## src/rtl/hazard_pkg.sv

```systemverilog
// rtl/hazard_pkg.sv - shared types, default widths and forwarding-select helper for the hazard unit
package hazard_pkg;

   typedef enum logic [1:0] {
      FWD_RF = 2'b00,
      FWD_W  = 2'b01,
      FWD_M  = 2'b10
   } fwd_sel_t;

   localparam int RW_DEF       = 4;
   localparam int VW_DEF       = 4;
   localparam int LONG_MAX_DEF = 4;

   // Memory-stage producer is younger than writeback, so it takes priority.
   function automatic fwd_sel_t fwd_pick(input logic m_hit, input logic w_hit);
      if (m_hit) begin
         return FWD_M;
      end
      if (w_hit) begin
         return FWD_W;
      end
      return FWD_RF;
   endfunction

endpackage

```

## src/rtl/vec_scoreboard.sv

```systemverilog
// rtl/vec_scoreboard.sv - per-register busy bits and in-flight counter for long vector ops
module vec_scoreboard
   import hazard_pkg::*;
#(
   parameter int VW       = VW_DEF,
   parameter int LONG_MAX = LONG_MAX_DEF
) (
   input  logic                 clk,
   input  logic                 reset,
   input  logic                 issue_i,
   input  logic [VW-1:0]        issue_idx_i,
   input  logic                 done_i,
   input  logic [VW-1:0]        done_idx_i,
   input  logic [VW-1:0]        rd1_idx_i,
   input  logic [VW-1:0]        rd2_idx_i,
   input  logic [VW-1:0]        wr_idx_i,
   input  logic                 wr_en_i,
   input  logic                 long_req_i,
   output logic [(1<<VW)-1:0]   busy_o,
   output logic                 busy_stall_o,
   output logic                 cap_stall_o
);

   localparam int NVREG = 1 << VW;
   localparam int CW    = $clog2(LONG_MAX + 1);
   localparam logic [CW-1:0] CNT_MAX = CW'(LONG_MAX);

   logic [NVREG-1:0] busy_q, busy_d;
   logic [CW-1:0]    cnt_q, cnt_d;
   logic             done_eff;

   // A completion with nothing in flight is spurious and must not touch any state.
   assign done_eff = done_i && (cnt_q != '0);

   // Next-state: clear first so a same-index issue overrides; counter saturates both ways.
   always_comb begin
      busy_d = busy_q;
      cnt_d  = cnt_q;
      if (done_eff) begin
         busy_d[done_idx_i] = 1'b0;
      end
      if (issue_i) begin
         busy_d[issue_idx_i] = 1'b1;
      end
      if (issue_i && !done_eff) begin
         if (cnt_q != CNT_MAX) begin
            cnt_d = cnt_q + CW'(1);
         end
      end else if (!issue_i && done_eff) begin
         cnt_d = cnt_q - CW'(1);
      end
   end

   // Busy bits and counter, cleared immediately on reset.
   always_ff @(posedge clk or negedge reset) begin
      if (!reset) begin
         busy_q <= '0;
         cnt_q  <= '0;
      end else begin
         busy_q <= busy_d;
         cnt_q  <= cnt_d;
      end
   end

   assign busy_o       = busy_q;
   assign busy_stall_o = busy_q[rd1_idx_i] | busy_q[rd2_idx_i] | (wr_en_i & busy_q[wr_idx_i]);
   assign cap_stall_o  = long_req_i & (cnt_q == CNT_MAX);

endmodule

```

## src/rtl/hazard_unit_sb.sv

```systemverilog
// rtl/hazard_unit_sb.sv - pipeline hazard unit with PC tracker and vector scoreboard; HAZ_VEC_FWD_EN enables vector forwarding
module hazard_unit_sb
   import hazard_pkg::*;
#(
   parameter int RW       = RW_DEF,
   parameter int VW       = VW_DEF,
   parameter int LONG_MAX = LONG_MAX_DEF
) (
   input  logic                clk,
   input  logic                reset,
   input  logic [RW-1:0]       RA1D,
   input  logic [RW-1:0]       RA2D,
   input  logic [RW-1:0]       RA1E,
   input  logic [RW-1:0]       RA2E,
   input  logic [RW-1:0]       WA3E,
   input  logic [RW-1:0]       WA3M,
   input  logic [RW-1:0]       WA3W,
   input  logic                RegWriteM,
   input  logic                RegWriteW,
   input  logic                MemtoRegE,
   input  logic [VW-1:0]       VRA1D,
   input  logic [VW-1:0]       VRA2D,
   input  logic [VW-1:0]       VWA3D,
   input  logic                VRegWriteD,
   input  logic                VLongD,
   input  logic [VW-1:0]       VRA1E,
   input  logic [VW-1:0]       VRA2E,
   input  logic [VW-1:0]       VWA3E,
   input  logic                VLongIssueE,
   input  logic [VW-1:0]       VWA3M,
   input  logic [VW-1:0]       VWA3W,
   input  logic                VRegWriteM,
   input  logic                VRegWriteW,
   input  logic                VLongDoneW,
   input  logic                PCSrcD,
   input  logic                BranchTakenE,
   output logic [1:0]          ForwardAE,
   output logic [1:0]          ForwardBE,
   output logic [1:0]          ForwardVAE,
   output logic [1:0]          ForwardVBE,
   output logic                StallF,
   output logic                StallD,
   output logic                FlushD,
   output logic                FlushE,
   output logic [(1<<VW)-1:0]  VBusy
);

   logic ld_stall, sb_busy_stall, cap_stall, vil_stall, stall;
   logic pc_wr_pending_f;
   logic pend_e_q, pend_m_q, pend_w_q, pend_e_d;

   assign ForwardAE = fwd_pick(RegWriteM && (RA1E == WA3M), RegWriteW && (RA1E == WA3W));
   assign ForwardBE = fwd_pick(RegWriteM && (RA2E == WA3M), RegWriteW && (RA2E == WA3W));

`ifdef HAZ_VEC_FWD_EN
   assign ForwardVAE = fwd_pick(VRegWriteM && (VRA1E == VWA3M), VRegWriteW && (VRA1E == VWA3W));
   assign ForwardVBE = fwd_pick(VRegWriteM && (VRA2E == VWA3M), VRegWriteW && (VRA2E == VWA3W));
   assign vil_stall  = 1'b0;
`else
   logic unused_vec_e;
   assign unused_vec_e = ^{VRA1E, VRA2E};
   assign ForwardVAE   = FWD_RF;
   assign ForwardVBE   = FWD_RF;
   // Without vector bypass, any D source matching a pending vector write downstream must wait.
   assign vil_stall = (VLongIssueE && ((VRA1D == VWA3E) || (VRA2D == VWA3E)))
                    | (VRegWriteM  && ((VRA1D == VWA3M) || (VRA2D == VWA3M)))
                    | (VRegWriteW  && ((VRA1D == VWA3W) || (VRA2D == VWA3W)));
`endif

   assign ld_stall = MemtoRegE && ((RA1D == WA3E) || (RA2D == WA3E));

   vec_scoreboard #(
      .VW       (VW),
      .LONG_MAX (LONG_MAX)
   ) u_vec_scoreboard (
      .clk          (clk),
      .reset        (reset),
      .issue_i      (VLongIssueE),
      .issue_idx_i  (VWA3E),
      .done_i       (VLongDoneW),
      .done_idx_i   (VWA3W),
      .rd1_idx_i    (VRA1D),
      .rd2_idx_i    (VRA2D),
      .wr_idx_i     (VWA3D),
      .wr_en_i      (VRegWriteD),
      .long_req_i   (VLongD),
      .busy_o       (VBusy),
      .busy_stall_o (sb_busy_stall),
      .cap_stall_o  (cap_stall)
   );

   assign stall           = ld_stall | sb_busy_stall | cap_stall | vil_stall;
   assign pc_wr_pending_f = PCSrcD | pend_e_q | pend_m_q;

   assign StallF = stall | pc_wr_pending_f;
   assign StallD = stall;
   assign FlushE = stall | BranchTakenE;
   assign FlushD = pc_wr_pending_f | pend_w_q | BranchTakenE;

   // A PC write only enters the tracker if the D instruction actually advances into E.
   assign pend_e_d = PCSrcD & ~FlushE & ~StallD;

   // PC-write tracker follows the writing instruction through E, M and W.
   always_ff @(posedge clk or negedge reset) begin
      if (!reset) begin
         pend_e_q <= 1'b0;
         pend_m_q <= 1'b0;
         pend_w_q <= 1'b0;
      end else begin
         pend_e_q <= pend_e_d;
         pend_m_q <= pend_e_q;
         pend_w_q <= pend_m_q;
      end
   end

endmodule

```

## config.mk

```make
export PLATFORM = sky130hd
export DESIGN_NAME = hazard_unit_sb
export DESIGN_NICKNAME = d
export VERILOG_FILES = /design/src/rtl/hazard_pkg.sv /design/src/rtl/vec_scoreboard.sv /design/src/rtl/hazard_unit_sb.sv
export SDC_FILE = /design/constraint.sdc
export NUM_CORES = 1
export LEC_CHECK = 0
export CORE_ASPECT_RATIO = 1.75
export CORE_UTILIZATION = 40
export DETAILED_ROUTE_END_ITERATION = 12
export HOLD_SLACK_MARGIN = 0.08
export PLACE_DENSITY_LB_ADDON = 0.15
export SYNTH_ARGS = -nofsm -noshare
export SYNTH_HDL_FRONTEND = slang
export SYNTH_SLANG_ARGS = --single-unit
```

## constraint.sdc

```tcl
create_clock -name clk -period 4 [get_ports clk]
set_input_delay 0.8 -clock clk [delete_from_list [all_inputs] [get_ports clk]]
set_output_delay 0.8 -clock clk [all_outputs]
set_load 0.01 [all_outputs]
```

==> flow_summary_export.csv <==
group,metric,value,unit
min_path,hp-class,"reg2reg",
timing,setup_slack,0.0392,ns
setup_path,path_buf_inv,3,
detailed_routing,avgViaCountPerCell,5.76,
die,die_w,56.5,µm
detailed_routing,drt_wl_total,6660,µm
die,io_pins,101,
pwr,sw_frac_of_total,0.370,
logic_synthesis,synth_seq_area_share,0.264,
logic_synthesis,synth_cell_types,36,
global_routing,antenna_found_initial,0,
timing,hold_viol,0,
global_routing,grt_use_total,0.242,
pwr,p_leak,1.23,nW
logic_synthesis,synthesis.area,0.00208,mm²
logic_synthesis,synthMuxAreaShare,0.172,
setup_path,cpMaxStageDelayCell,"mux4_1",
die,initial_core_util,0.418,
setup_path,startpoint_type,"primary input",
pwr,internal-power,0.000723,W
setup_path,worst_setup_path_end_kind,"output port",
cells_and_area,area_growth_syn_to_layout,48.7,%
detailed_routing,drt_iter0_drc,81,
global_routing,grt_pass1_wl,10300,µm
die,std_cell_rows,34,
clock_tree,cts.sinks,22,
die,dieHeight,97.4,µm
clock_tree,cts_buffers,3,
die,die-area,0.00551,mm²
clock_tree,cts_buffer_depth,2,
logic_synthesis,synth_top_family_by_area,"XOR/XNOR gates",
pwr,powerDensity,371,mW/mm²
global_routing,grt_max_degree,23,
timing,fmax,0.252,GHz
logic_synthesis,synth_fa_ha_area_frac,0.00962,
placement,dpl.hpwl,5560,µm
pwr,p_seq_frac,0.343,
detailed_routing,dr.pass1.iters,4,
global_routing,grt_pass1_vias,2165,
timing,slew_viol_final,0,
cells_and_area,multiInputGateArea,0.00144,mm²
cells_and_area,drive_gt1_frac,0.0984,
logic_synthesis,yosys_warnings,0,
clock_tree,cts_tree,"yes",
cells_and_area,final_nets,390,
pwr,irDropWorstVdd,0.346,mV
timing,setup_viol,0,
cells_and_area,stdcell_area,0.00310,mm²
setup_path,path_class,"in2out",
logic_synthesis,syn_inst,224,
setup_path,critPathRequiredTime,3.20,ns
run_status,outcome,"finished, final reports clean",
clock_tree,clk_pin_slew,0.08,ns
cells_and_area,fillers,473,
setup_path,critPathMaxFanout,4,
detailed_routing,routedWlPerCell,18.0,µm
detailed_routing,vias,2126,
clock_tree,cts.htree.levels,1,
placement,pre_cts_slack,-0.119,ns
pwr,p_switching,0.000425,W
clock_tree,clk_latency,0.27,ns
placement,placed_cell_area,0.00303,mm²
logic_synthesis,yosys.area_share.simple,0.174,
timing,relSlewSlack,0.333,
pwr,p_clk_frac,0.140,
detailed_routing,postRouteAntennaNets,0,
cells_and_area,seq_area,551,µm²
setup_path,crit_arrival,3.16,ns
logic_synthesis,avgSynthCellArea,9.29,µm²
die,core_area,0.00498,mm²
pwr,pwr-share-comb,0.517,
timing,max_slew.worst_pin.slew,0.998,ns
timing,layout_min_cycle_time,3.96,ns
logic_synthesis,synthXorXnorAreaFrac,0.194,
job,maxCapViolCount,0,
setup_path,crit_chain,"clkdlybuf4s50_1 -> mux4_1 -> mux4_2 -> nor3_4 -> buf_4 -> nand3b_1 -> dlygate4sd2_1",
logic_synthesis,synth_compound_area_frac,0.134,
detailed_routing,drc,0,
placement,routabilityCongestion,0.872,
setup_path,slowest_delay,0.57,ns
timing,clock_skew,0.00522,ns
logic_synthesis,ys_seq_elements,22,
timing,finalCritPeriodShare,0.990,
placement,port_buffers,88,
clock_tree,cts-root-buf,"clkbuf_8",
global_routing,grt_remaining_overflow,0,
setup_path,cp_top_family,"multiplexers",
cells_and_area,diodes,0,
==> sequential cells by signal (all words and copies together), names as in the netlist <==
name / count
u_vec_scoreboard.busy_o: 16
pend_w_q: 1
pend_e_q: 1
pend_m_q: 1
u_vec_scoreboard.cnt_q: 3
==> timing repair <==
item / in CTS / in global routing
hold endpoints to repair: 0 / 0
resized for setup: 5 / 1
pin swaps: 0 / 1
setup endpoints to repair: 3 / 1
hold buffers: 0 / 0
buffers inserted: 0 / 1
==> stage by stage <==
step,TNS [ns],total power (W),hold WS [ns],cells,util
floorplan,0,0.000681,0.355,227,-
global placement,-0.199,0.000973,0.365,364,0.609
global route,-0.0119,0.00122,0.394,369,0.622
CTS,0,0.00114,0.388,368,0.620
finish,0,0.00115,0.388,369,0.622
detailed placement,-0.297,0.000986,0.371,364,0.609
==> synth_stat cells <==
cell type	number	area, µm²
dfrtp_1	22	551
nor3_1	3	15.0
nor3_4	1	16.3
o31ai_1	1	7.51
fa_1	1	20.0
xnor2_1	4	35.0
o22ai_1	3	18.8
nand4b_1	1	8.76
a21oi_1	2	10.0
conb_1	1	3.75
mux4_1	4	105
a211oi_1	1	7.51
nor3b_1	1	7.51
inv_1	4	15.0
buf_6	2	22.5
mux2i_1	5	50.1
nand3b_1	6	45.0
o21ai_0	40	200
o21a_1	2	15.0
nor4b_1	1	8.76
and4b_1	1	10.0
a222oi_1	1	10.0
buf_4	4	30.0
nand2b_1	7	43.8
xor2_1	42	368
or2_2	3	18.8
nand4_1	2	12.5
buf_2	1	5.00
nor2_1	11	41.3
nand2_1	10	37.5
mux2_2	2	22.5
nand3_1	8	40.0
nor4_1	9	56.3
a32o_1	1	10.0
clkbuf_1	9	33.8
mux4_2	8	180
==> routing by layer <==
metal / track usage / wire [µm]
met5: 0 / 0
met4: 0.118 / 289
met3: 0.0439 / 464
met2: 0.465 / 3690
met1: 0.234 / 2220
==> power by group through the flow <==
stage,Sequential [W],Combinational [W],Clock (W)
2_1_floorplan,0.000385,0.000296,0
3_3_place_gp,0.000392,0.000581,0
3_5_place_dp,0.000396,0.000590,0
4_1_cts,0.000392,0.000591,0.000161
5_1_grt,0.000406,0.000642,0.000173
6_report,0.000394,0.000594,0.000161
==> final timing paths <==
| path | start | end | slack (ns) | depth (start not counted) |
|---|---|---|---|---|
| max | VRA1D[2] | FlushE | 0.04 | 7 |
| min | pend_m_q | pend_w_q | 0.39 | 0 |
| max reg2reg | u_vec_scoreboard.cnt_q[0] | u_vec_scoreboard.cnt_q[2] | 1.65 | 8 |
| min reg2reg | pend_m_q | pend_w_q | 0.39 | 0 |
| max in group asynchronous | reset | u_vec_scoreboard.busy_o[5] | 2.31 | 1 |
| min in group asynchronous | reset | pend_e_q | 1.08 | 1 |
==> cells in the final DEF, fill, tap and decap left out, types with 5 or more instances in the layout <==
| master | instances |
|---|---|
| clkdlybuf4s50_1 | 83 |
| nand3_1 | 8 |
| dfrtp_1 | 22 |
| nand2b_1 | 7 |
| o21ai_0 | 40 |
| nand3b_1 | 6 |
| nor2_1 | 10 |
| xor2_1 | 42 |
| mux2i_1 | 5 |
| buf_4 | 12 |
| mux4_2 | 8 |
| nor4_1 | 9 |
| nand2_1 | 10 |
==> cell type report <==
| cell class | count | area share |
|---|---|---|
| Multi-Input combinational cell | 185 | 0.465 |
| Clock buffer | 4 | 0.0178 |
| Inverter | 4 | 0.00485 |
| Tap cell | 54 | 0.0218 |
| Timing Repair Buffer | 100 | 0.313 |
| Sequential cell | 22 | 0.178 |
==> cells by family after synthesis <==
family,after synthesis
and+or+nand+nor,64
AOI/OAI and AO/OA,51
xor gates and xnor gates,46
DFF,22
buffers and inverters,20
muxes,19
adders and majority gates,1
other,1
Power figures use the tool's default switching activity.
